**config.mk**
```make
export PLATFORM = sky130hd
export DESIGN_NAME = game_sequencer
export DESIGN_NICKNAME = d
export VERILOG_FILES = /design/src/rtl/game_pkg.sv /design/src/rtl/game_sequencer_rise_detect.sv /design/src/rtl/game_sequencer.sv
export SDC_FILE = /design/constraint.sdc
export NUM_CORES = 1
export LEC_CHECK = 0
export ABC_AREA = 1
export BUFFER_PORTS_ARGS = -buffer_cell sky130_fd_sc_hd__buf_2
export CAP_MARGIN = 40
export CORE_UTILIZATION = 50
export DETAILED_ROUTE_END_ITERATION = 8
export PLACE_DENSITY = 0.82
export SETUP_SLACK_MARGIN = 0.02
export SLEW_MARGIN = 20
export SYNTH_ARGS = -nofsm -noshare
export SYNTH_HDL_FRONTEND = slang
export SYNTH_SLANG_ARGS = --single-unit
```
**constraint.sdc**
```tcl
create_clock -name clk -period 3.8 [get_ports clk]
set_clock_uncertainty 0.1 [all_clocks]
set_input_delay 0.76 -clock clk [delete_from_list [all_inputs] [get_ports clk]]
set_output_delay 0.76 -clock clk [all_outputs]
set_load 0.1 [all_outputs]
```
**src/rtl/game_pkg.sv**
```systemverilog
// ============================================================================
// Module      : game_pkg
// Description : Shared definitions for the whack-a-mole game-flow controller:
//               phase encodings, default timing constants and points-per-hit.
// Revision    : 1.0 - initial release
// ============================================================================
`default_nettype none

package game_pkg;

    // Phase encoding, also exported on the phase port.
    typedef enum logic [1:0] {
        PH_IDLE      = 2'b00,
        PH_COUNTDOWN = 2'b01,
        PH_PLAY      = 2'b10,
        PH_OVER      = 2'b11
    } phase_t;

    // Default timing, in seconds. Both must lie in 1..63 to fit time_left.
    localparam int DEF_COUNTDOWN_S = 5;
    localparam int DEF_GAME_S      = 30;

    // Default score register width.
    localparam int DEF_SCORE_W     = 16;

    // Points awarded per correct whack.
    localparam int PTS_SLOW        = 1;
    localparam int PTS_FAST        = 2;

endpackage : game_pkg

`default_nettype wire

```
**src/rtl/game_sequencer_rise_detect.sv**
```systemverilog
// ============================================================================
// Module      : rise_detect
// Description : Single-bit registered rising-edge detector.
//               rise = d & ~d_q, where d_q is the previous-cycle copy of d.
//   Ports:
//     clk    in   clock
//     reset  in   synchronous active-low reset
//     d      in   level input (already debounced/synchronised)
//     rise   out  one-cycle pulse on a 0->1 transition of d
// Revision    : 1.0 - initial release
// ============================================================================
`default_nettype none

module rise_detect (
    input  logic clk,
    input  logic reset,
    input  logic d,
    output logic rise
);

    logic r_d_q;

    // During reset the history is forced to "high", so a level that is
    // already asserted when reset releases is not mistaken for a new press;
    // the input must drop and rise again before a pulse is produced.
    always_ff @(posedge clk) begin
        if (!reset) begin
            r_d_q <= 1'b1;
        end else begin
            r_d_q <= d;
        end
    end

    assign rise = d & ~r_d_q;

endmodule : rise_detect

`default_nettype wire

```
**src/rtl/game_sequencer.sv**
```systemverilog
// ============================================================================
// Module      : game_sequencer
// Description : Game-flow controller. Sequences IDLE -> COUNTDOWN -> PLAY ->
//               OVER, owns the score / high-score registers, gates the mole
//               generator and selects the value shown on the display.
//   Ports:
//     clk            in   100 MHz system clock
//     reset          in   synchronous active-low reset
//     start          in   debounced start button (level, rising edge used)
//     tick_1hz       in   one-cycle pulse per second
//     hit            in   one-cycle pulse per correct whack
//     level_select   in   0 = slow, 1 = fast; sampled on start
//     phase          out  current phase (game_pkg::phase_t encoding)
//     time_left      out  seconds remaining in the current timed phase
//     score          out  current game score
//     high_score     out  best score since reset
//     new_record     out  high in OVER when the last game beat high_score
//     mole_enable    out  high only in PLAY
//     level_fast     out  level latched at start
//     display_value  out  zero-extended value for the binary-to-BCD path
// Revision    : 1.0 - initial release
// ============================================================================
`default_nettype none

module game_sequencer
    import game_pkg::*;
#(
    parameter int COUNTDOWN_S = DEF_COUNTDOWN_S,
    parameter int GAME_S      = DEF_GAME_S,
    parameter int SCORE_W     = DEF_SCORE_W
) (
    input  logic               clk,
    input  logic               reset,
    input  logic               start,
    input  logic               tick_1hz,
    input  logic               hit,
    input  logic               level_select,
    output logic [1:0]         phase,
    output logic [5:0]         time_left,
    output logic [SCORE_W-1:0] score,
    output logic [SCORE_W-1:0] high_score,
    output logic               new_record,
    output logic               mole_enable,
    output logic               level_fast,
    output logic [31:0]        display_value
);

    localparam logic [5:0]         c_countdown_s = 6'(COUNTDOWN_S);
    localparam logic [5:0]         c_game_s      = 6'(GAME_S);
    localparam logic [SCORE_W-1:0] c_score_max   = {SCORE_W{1'b1}};

    // ------------------------------------------------------------------------
    // Start button edge detection
    // ------------------------------------------------------------------------
    logic w_start_rise;

    rise_detect u_start_rise (
        .clk   (clk),
        .reset (reset),
        .d     (start),
        .rise  (w_start_rise)
    );

    // ------------------------------------------------------------------------
    // State registers
    // ------------------------------------------------------------------------
    phase_t             r_phase;
    logic [5:0]         r_time_left;
    logic [SCORE_W-1:0] r_score;
    logic [SCORE_W-1:0] r_high_score;
    logic               r_new_record;
    logic               r_level_fast;

    phase_t             w_phase_nx;
    logic [5:0]         w_time_left_nx;
    logic [SCORE_W-1:0] w_score_nx;
    logic [SCORE_W-1:0] w_high_score_nx;
    logic               w_new_record_nx;
    logic               w_level_fast_nx;

    always_ff @(posedge clk) begin
        if (!reset) begin
            r_phase      <= PH_IDLE;
            r_time_left  <= '0;
            r_score      <= '0;
            r_high_score <= '0;
            r_new_record <= 1'b0;
            r_level_fast <= 1'b0;
        end else begin
            r_phase      <= w_phase_nx;
            r_time_left  <= w_time_left_nx;
            r_score      <= w_score_nx;
            r_high_score <= w_high_score_nx;
            r_new_record <= w_new_record_nx;
            r_level_fast <= w_level_fast_nx;
        end
    end

    // ------------------------------------------------------------------------
    // Saturating score increment. One extra bit catches the overflow.
    // ------------------------------------------------------------------------
    logic [SCORE_W:0]   w_pts;
    logic [SCORE_W:0]   w_sum;
    logic [SCORE_W-1:0] w_score_inc;

    always_comb begin
        w_pts       = r_level_fast ? (SCORE_W+1)'(PTS_FAST) : (SCORE_W+1)'(PTS_SLOW);
        w_sum       = {1'b0, r_score} + w_pts;
        w_score_inc = w_sum[SCORE_W] ? c_score_max : w_sum[SCORE_W-1:0];
    end

    // ------------------------------------------------------------------------
    // Next-state logic
    // ------------------------------------------------------------------------
    always_comb begin
        w_phase_nx      = r_phase;
        w_time_left_nx  = r_time_left;
        w_score_nx      = r_score;
        w_high_score_nx = r_high_score;
        w_new_record_nx = r_new_record;
        w_level_fast_nx = r_level_fast;

        case (r_phase)
            // A tick coincident with the start edge is simply not looked at
            // here, so the countdown always begins from its full value.
            PH_IDLE, PH_OVER: begin
                if (w_start_rise) begin
                    w_phase_nx      = PH_COUNTDOWN;
                    w_time_left_nx  = c_countdown_s;
                    w_score_nx      = '0;
                    w_new_record_nx = 1'b0;
                    w_level_fast_nx = level_select;
                end
            end

            PH_COUNTDOWN: begin
                if (tick_1hz) begin
                    if (r_time_left > 6'd1) begin
                        w_time_left_nx = r_time_left - 6'd1;
                    end else begin
                        w_phase_nx     = PH_PLAY;
                        w_time_left_nx = c_game_s;
                    end
                end
            end

            PH_PLAY: begin
                if (hit) begin
                    w_score_nx = w_score_inc;
                end
                if (tick_1hz) begin
                    if (r_time_left > 6'd1) begin
                        w_time_left_nx = r_time_left - 6'd1;
                    end else begin
                        // Record check uses the post-hit score so a hit on
                        // the final tick counts, and the record flag appears
                        // together with the OVER phase.
                        w_phase_nx     = PH_OVER;
                        w_time_left_nx = '0;
                        if (w_score_nx > r_high_score) begin
                            w_high_score_nx = w_score_nx;
                            w_new_record_nx = 1'b1;
                        end else begin
                            w_new_record_nx = 1'b0;
                        end
                    end
                end
            end

            default: begin
                w_phase_nx = PH_IDLE;
            end
        endcase
    end

    // ------------------------------------------------------------------------
    // Outputs
    // ------------------------------------------------------------------------
    assign phase       = r_phase;
    assign time_left   = r_time_left;
    assign score       = r_score;
    assign high_score  = r_high_score;
    assign new_record  = r_new_record;
    assign level_fast  = r_level_fast;
    assign mole_enable = (r_phase == PH_PLAY);

    always_comb begin
        display_value = '0;
        case (r_phase)
            PH_IDLE:      display_value = 32'(r_high_score);
            PH_COUNTDOWN: display_value = 32'(r_time_left);
            PH_PLAY:      display_value = 32'(r_score);
            PH_OVER:      display_value = 32'(r_score);
            default:      display_value = '0;
        endcase
    end

endmodule : game_sequencer

`default_nettype wire

```
# Word level (Yosys, flattened, before mapping)

Cells that the tools add are included.

Register bits after elaboration: 43
Input bits: 6
Word-level logic and storage cells: 56

$add $sub $neg: 2
$lt $le $gt $ge: 2
Equal/unequal tests: 8
Mux-type cells: 24
Bitwise gates (word level): 3
Reduce and logical (&&, ||, !) cells: 10

Operators by type and width:

| kind                  | number |
|---|---|
| $pmux W32 S3          | 1 |
| $mux W16              | 4 |
| $pmux W16 S2          | 1 |
| $mux W6               | 5 |
| $pmux W6 S3           | 1 |
| $add A16 B2 Y17       | 1 |
| $gt A16 B16 Y1        | 1 |
| $mux W2               | 6 |
| $ne A2 B2 Y1 const B  | 4 |
| $reduce_and A4 Y1     | 2 |
| $gt A6 B1 Y1 const B  | 1 |
| $pmux W2 S3           | 1 |
| $sub A6 B1 Y6 const B | 1 |
| $reduce_and A5 Y1     | 1 |
| $eq A2 B2 Y1 const B  | 2 |
| $mux W1               | 4 |
| $reduce_and A2 Y1     | 2 |
| $reduce_or A2 Y1      | 2 |
| $reduce_and A3 Y1     | 1 |
| $eq A2 B1 Y1 const B  | 1 |
| $logic_not A2 Y1      | 1 |
| $ne A2 B1 Y1 const B  | 1 |
| $not A1 Y1            | 2 |
| $pmux W1 S2           | 1 |
| other kinds (2)       | 2 |

# Logic depth before layout (Yosys ltp)

Depth after elaboration: 10
Gate-level depth with buffers: 25
Gate-level depth less buffers: 24

# Hierarchy

Synthesis repeated with hierarchy kept, for this count alone.

Cell total of the unflattened synthesis: 483
Area total of the unflattened synthesis: 3,161.8 sq um

Modules (own cells, without submodules):

| module         | times used | cells an instance | area an instance (sq um) |
|---|---|---|---|
| game_sequencer | 1          | 479               | 3,128.0 |
| rise_detect    | 1          | 4                 | 33.8 |

# Least setup slack after synthesis

No wires, ideal clock.

Kind: flip-flop to output port
Start: register r_phase[1], in the netlist phase[1]
End: output display_value[2]
Data arrival time: 4.086 ns
Required time: 2.940 ns
Setup slack: -1.146 ns
Stages on the path, launching flop included: 6
Buffers on the path: 1
Path through: dfxtp_1 ha_1 or2_2 clkbuf_1 a221oi_1 a21oi_1

Word-level cells in the longest chain between the ends: 3
Elaborated cells on any way between the ends: 6
Those cells by class: 3 x eq/ne; 1 x mux; 2 x reduce/logical

RTL lines:

| element                    | line                  | text |
|---|---|---|
| start: declaration         | game_sequencer.sv:67  | `phase_t r_phase;` |
| start signal: assignment   | game_sequencer.sv:90  | `r_phase <= w_phase_nx;` |
| $eq A2 B2 Y1               | --                    |  |
| named net mole_enable      | game_sequencer.sv:43  | `output logic mole_enable,` |
| $reduce_or A2 Y1 (no line) | --                    |  |
| $pmux W32 S3               | game_sequencer.sv:189 | `case (r_phase)` |
| end: declaration           | game_sequencer.sv:45  | `output logic [31:0] display_value` |

The timed path passes the listed nets, and every way through them passes these cells. The select of a mux whose other input is x is not followed.

# Final worst setup path

Start: register r_level_fast, in the netlist level_fast
End: register r_high_score[4], in the netlist high_score[4]

Word-level cells in the longest chain between the ends: 7

RTL lines:

| element                     | line                  | text |
|---|---|---|
| start: declaration          | game_sequencer.sv:72  | `logic r_level_fast;` |
| start signal: assignment    | game_sequencer.sv:95  | `r_level_fast <= w_level_fast_nx;` |
| $mux W2 (*)                 | game_sequencer.sv:107 | `w_pts = r_level_fast ? (SCORE_W+1)'(PTS_FAST) : (SCORE_W+1)'(PTS_SLOW);` |
| $add A16 B2 Y17 (*)         | game_sequencer.sv:108 | `w_sum = {1'b0, r_score} + w_pts;` |
| $mux W16 (*)                | game_sequencer.sv:109 | `w_score_inc = w_sum[SCORE_W] ? c_score_max : w_sum[SCORE_W-1:0];` |
| $mux W16 (*)                | game_sequencer.sv:148 | `if (hit) begin` |
| $mux W16 (*)                | game_sequencer.sv:123 | `case (r_phase)` |
| $gt A16 B16 Y1              | game_sequencer.sv:160 | `if (w_score_nx > r_high_score) begin` |
| $reduce_and A4 Y1 (no line) | --                    |  |
| end signal: assignment      | game_sequencer.sv:93  | `r_high_score <= w_high_score_nx;` |
| end: declaration            | game_sequencer.sv:70  | `logic [SCORE_W-1:0] r_high_score;` |

Mark *: on every way between the ends. The rest lies on a longest branch, timed or not. The select of a mux whose other input is x is not followed.
A chain may end at the register's enable or synchronous reset.

==> metrics <==
status completed; PwrDens 741 nW/µm²; worst hold path class reg2reg; Post-route DRC 0; DR WL/cell 13.2 µm; CP required 3900 ps; Seq/Total Area, Yosys 0.270; vias in the first global route 2752; minimum clock period 3590 ps; CTS tree built; commonest non-fill, non-tap cell in the layout nand2_1; Clock Sinks 43; CP endpoint kind register; Worst Hold Path Cells 2; initial antenna violation count 0; EDFF count, synth 0; VDD IR max 0.000761 V; register area 866 µm²; multiplexer share of the synthesized area 0; Multi-input gate area 2060 µm²; post-synthesis instance area 3180 µm²; Port Buffers 64; number of DRC markers in iteration 0 278; most frequent cells in the layout nand2_1, inv_1, buf_2; CTS root buf clkbuf_8; n_diodes 0; critical path class reg2reg; Post-DRT Antenna Nets 0; total number of vias 3276; Starting Density 0.528; Max clock buf depth 2; Fmax 279 MHz; I/O pin count 81; max-cap viol count 0; H-tree levels 2; core box area 6030 µm²; post-route worst setup slack 210 ps; clock slew at reported path FFs 80 ps; Worst-Skew Late Latency 310 ps; Synth Area in Compound Gates 0.136; layout cells sized above 1 0.240; period utilisation layout 0.945; Synth Area in Simple Gates 0.329; Fillers 554; DIE AREA 6690 µm²; Die W 81.8 µm; CP Max Fanout 14; Post-Synth Adder-Cell Area 0.105; reg-to-reg critical path startpoint level_fast; Worst R2R End high_score[4]; largest family of logic cells by synthesized area simple AND/OR/NAND/NOR gates; WHS Endpoint score[0]; vias per cell 5.20; row count 28; total grt overflow 0; Final Hold Vio Count 0; Avg Inst Size Synth 6.50 µm²; DP Wirelength 6110 µm; R2R Setup Slk 210 ps; LEAKAGE 2.00 nW; first-pass GRT wire length 12900 µm; Slew Viols, Final 0; Ys Warns 0; critical hold path startpoint score[0]; placed inst area 3590 µm²; post-route cell area 3760 µm²; router iterations before antenna repair 5; Syn Inst Count 490; pre-CTS WS 115 ps; post-synthesis xor/xnor area fraction 0.0165; most common flop cell mapped by yosys dfxtp_1; area grow syn2layout 18.0%; Worst Path Arrival 3690 ps; pin count of the biggest net entering global routing 23; Total GRT Usage 0.251; Routability Congestion 0.876; asr flop ratio synth 0; worst-margin pin slew 868 ps; Max-Slew Margin vs Limit 0.421; #FFs+latches synth 43; Worst Setup Start Kind register; Distinct cells, synth 32; Final #Nets 587; worst-case reg-to-reg path depth 21; Num CTS Buffers 5; final WL 8320 µm; fin util 0.624; Final setup violation count 0; die height 81.8 µm
-- timing repair --
item | in CTS | in global routing
endpoints found under the setup margin | 0 | 16
setup buffers | 0 | 7
resized for setup | 0 | 6
hold buffers | 0 | 0
hold endpoints to repair | 0 | 0
-- final cells by class --
cell class	instances	area share
Multi-Input combinational cell	364	0.548
Clock inverter	1	0.00133
Timing Repair Buffer	75	0.107
Clock buffer	6	0.0220
Sequential cell	43	0.230
Inverter	66	0.0659
Tap cell	75	0.0250
-- kinds of logic after synthesis --
kind of cell	count (synthesis)
fa+ha+maj	26
xor+xnor	6
flops	43
other cells	1
compound gates	75
simple gates	241
buf+inv	98
-- cells in the mapped netlist (3+ instances only) --
master | instances | area, µm²
nor2_1 | 60 | 225
dfxtp_1 | 43 | 861
nor3_1 | 4 | 20.0
clkbuf_1 | 11 | 41.3
inv_1 | 64 | 240
nand4_1 | 5 | 31.3
xor2_1 | 3 | 26.3
nand3_1 | 21 | 105
o21ai_0 | 23 | 115
ha_1 | 25 | 313
a221oi_1 | 6 | 52.6
nand3_2 | 7 | 70.1
nand2_1 | 127 | 477
a21oi_1 | 38 | 190
xnor2_1 | 3 | 26.3
nand2_2 | 8 | 50.1
buf_4 | 18 | 135
-- state kept, by name, summed over array words and instances, names as in the netlist --
signal	flops
phase	2
time_left	6
new_record	1
u_start_rise.r_d_q	1
level_fast	1
score	16
high_score	16
-- worst max-delay path by stage --
stage | start | to | slack, ps | cells past startpoint
detailed placement | level_fast | high_score[13] | 110 | 20
global placement | level_fast | high_score[10] | 290 | 20
global route | level_fast | high_score[7] | -80 | 20
floorplan | phase[0] | display_value[8] | 180 | 7
CTS | level_fast | high_score[7] | 80 | 20
finish | level_fast | high_score[4] | 210 | 21
-- where the power goes --
part           total [mW]  internal, mW  switching (mW)  leakage [nW]
combinational        1.91         0.369            1.54          1.60
clock               0.304         0.143           0.161        0.0470
sequential          0.570         0.513          0.0567         0.350
-- metrics by stage --
stage | TNS (ps) | total power [mW] | std cells | hold WS [ps]
3_3_place_gp | 0 | 2.42 | 616 | 386
2_1_floorplan | 0 | 2.21 | 505 | 427
5_1_grt | -898 | 2.93 | 630 | 422
4_1_cts | 0 | 2.77 | 623 | 407
6_report | 0 | 2.78 | 630 | 405
3_5_place_dp | 0 | 2.47 | 616 | 394
-- layer usage --
metal	global-route usage	wire length, µm	vias to the layer above
met5	0	0	-
met2	0.425	4020	121
met4	0.0702	88	0
met1	0.329	3710	1497
met3	0.0378	500	9
li1	-	-	1649
-- critical path, cell delays in order, from the launching register on --
cell and delay (ps):
dfxtp_2 340, inv_1 100, ha_1 180, inv_1 50, fa_1 390, inv_1 110, nand3_2 130, nor2_2 200
nand3_4 180, buf_4 220, nand3b_1 160, ha_1 270, a21o_1 180, nor2_1 110, nand2_1 60, nand2_1 60
nand2_1 120, nand3_1 120, buf_4 210, nand2_1 70, nand2_1 70, nor2_1 40
(Power assumes the default switching activity.)
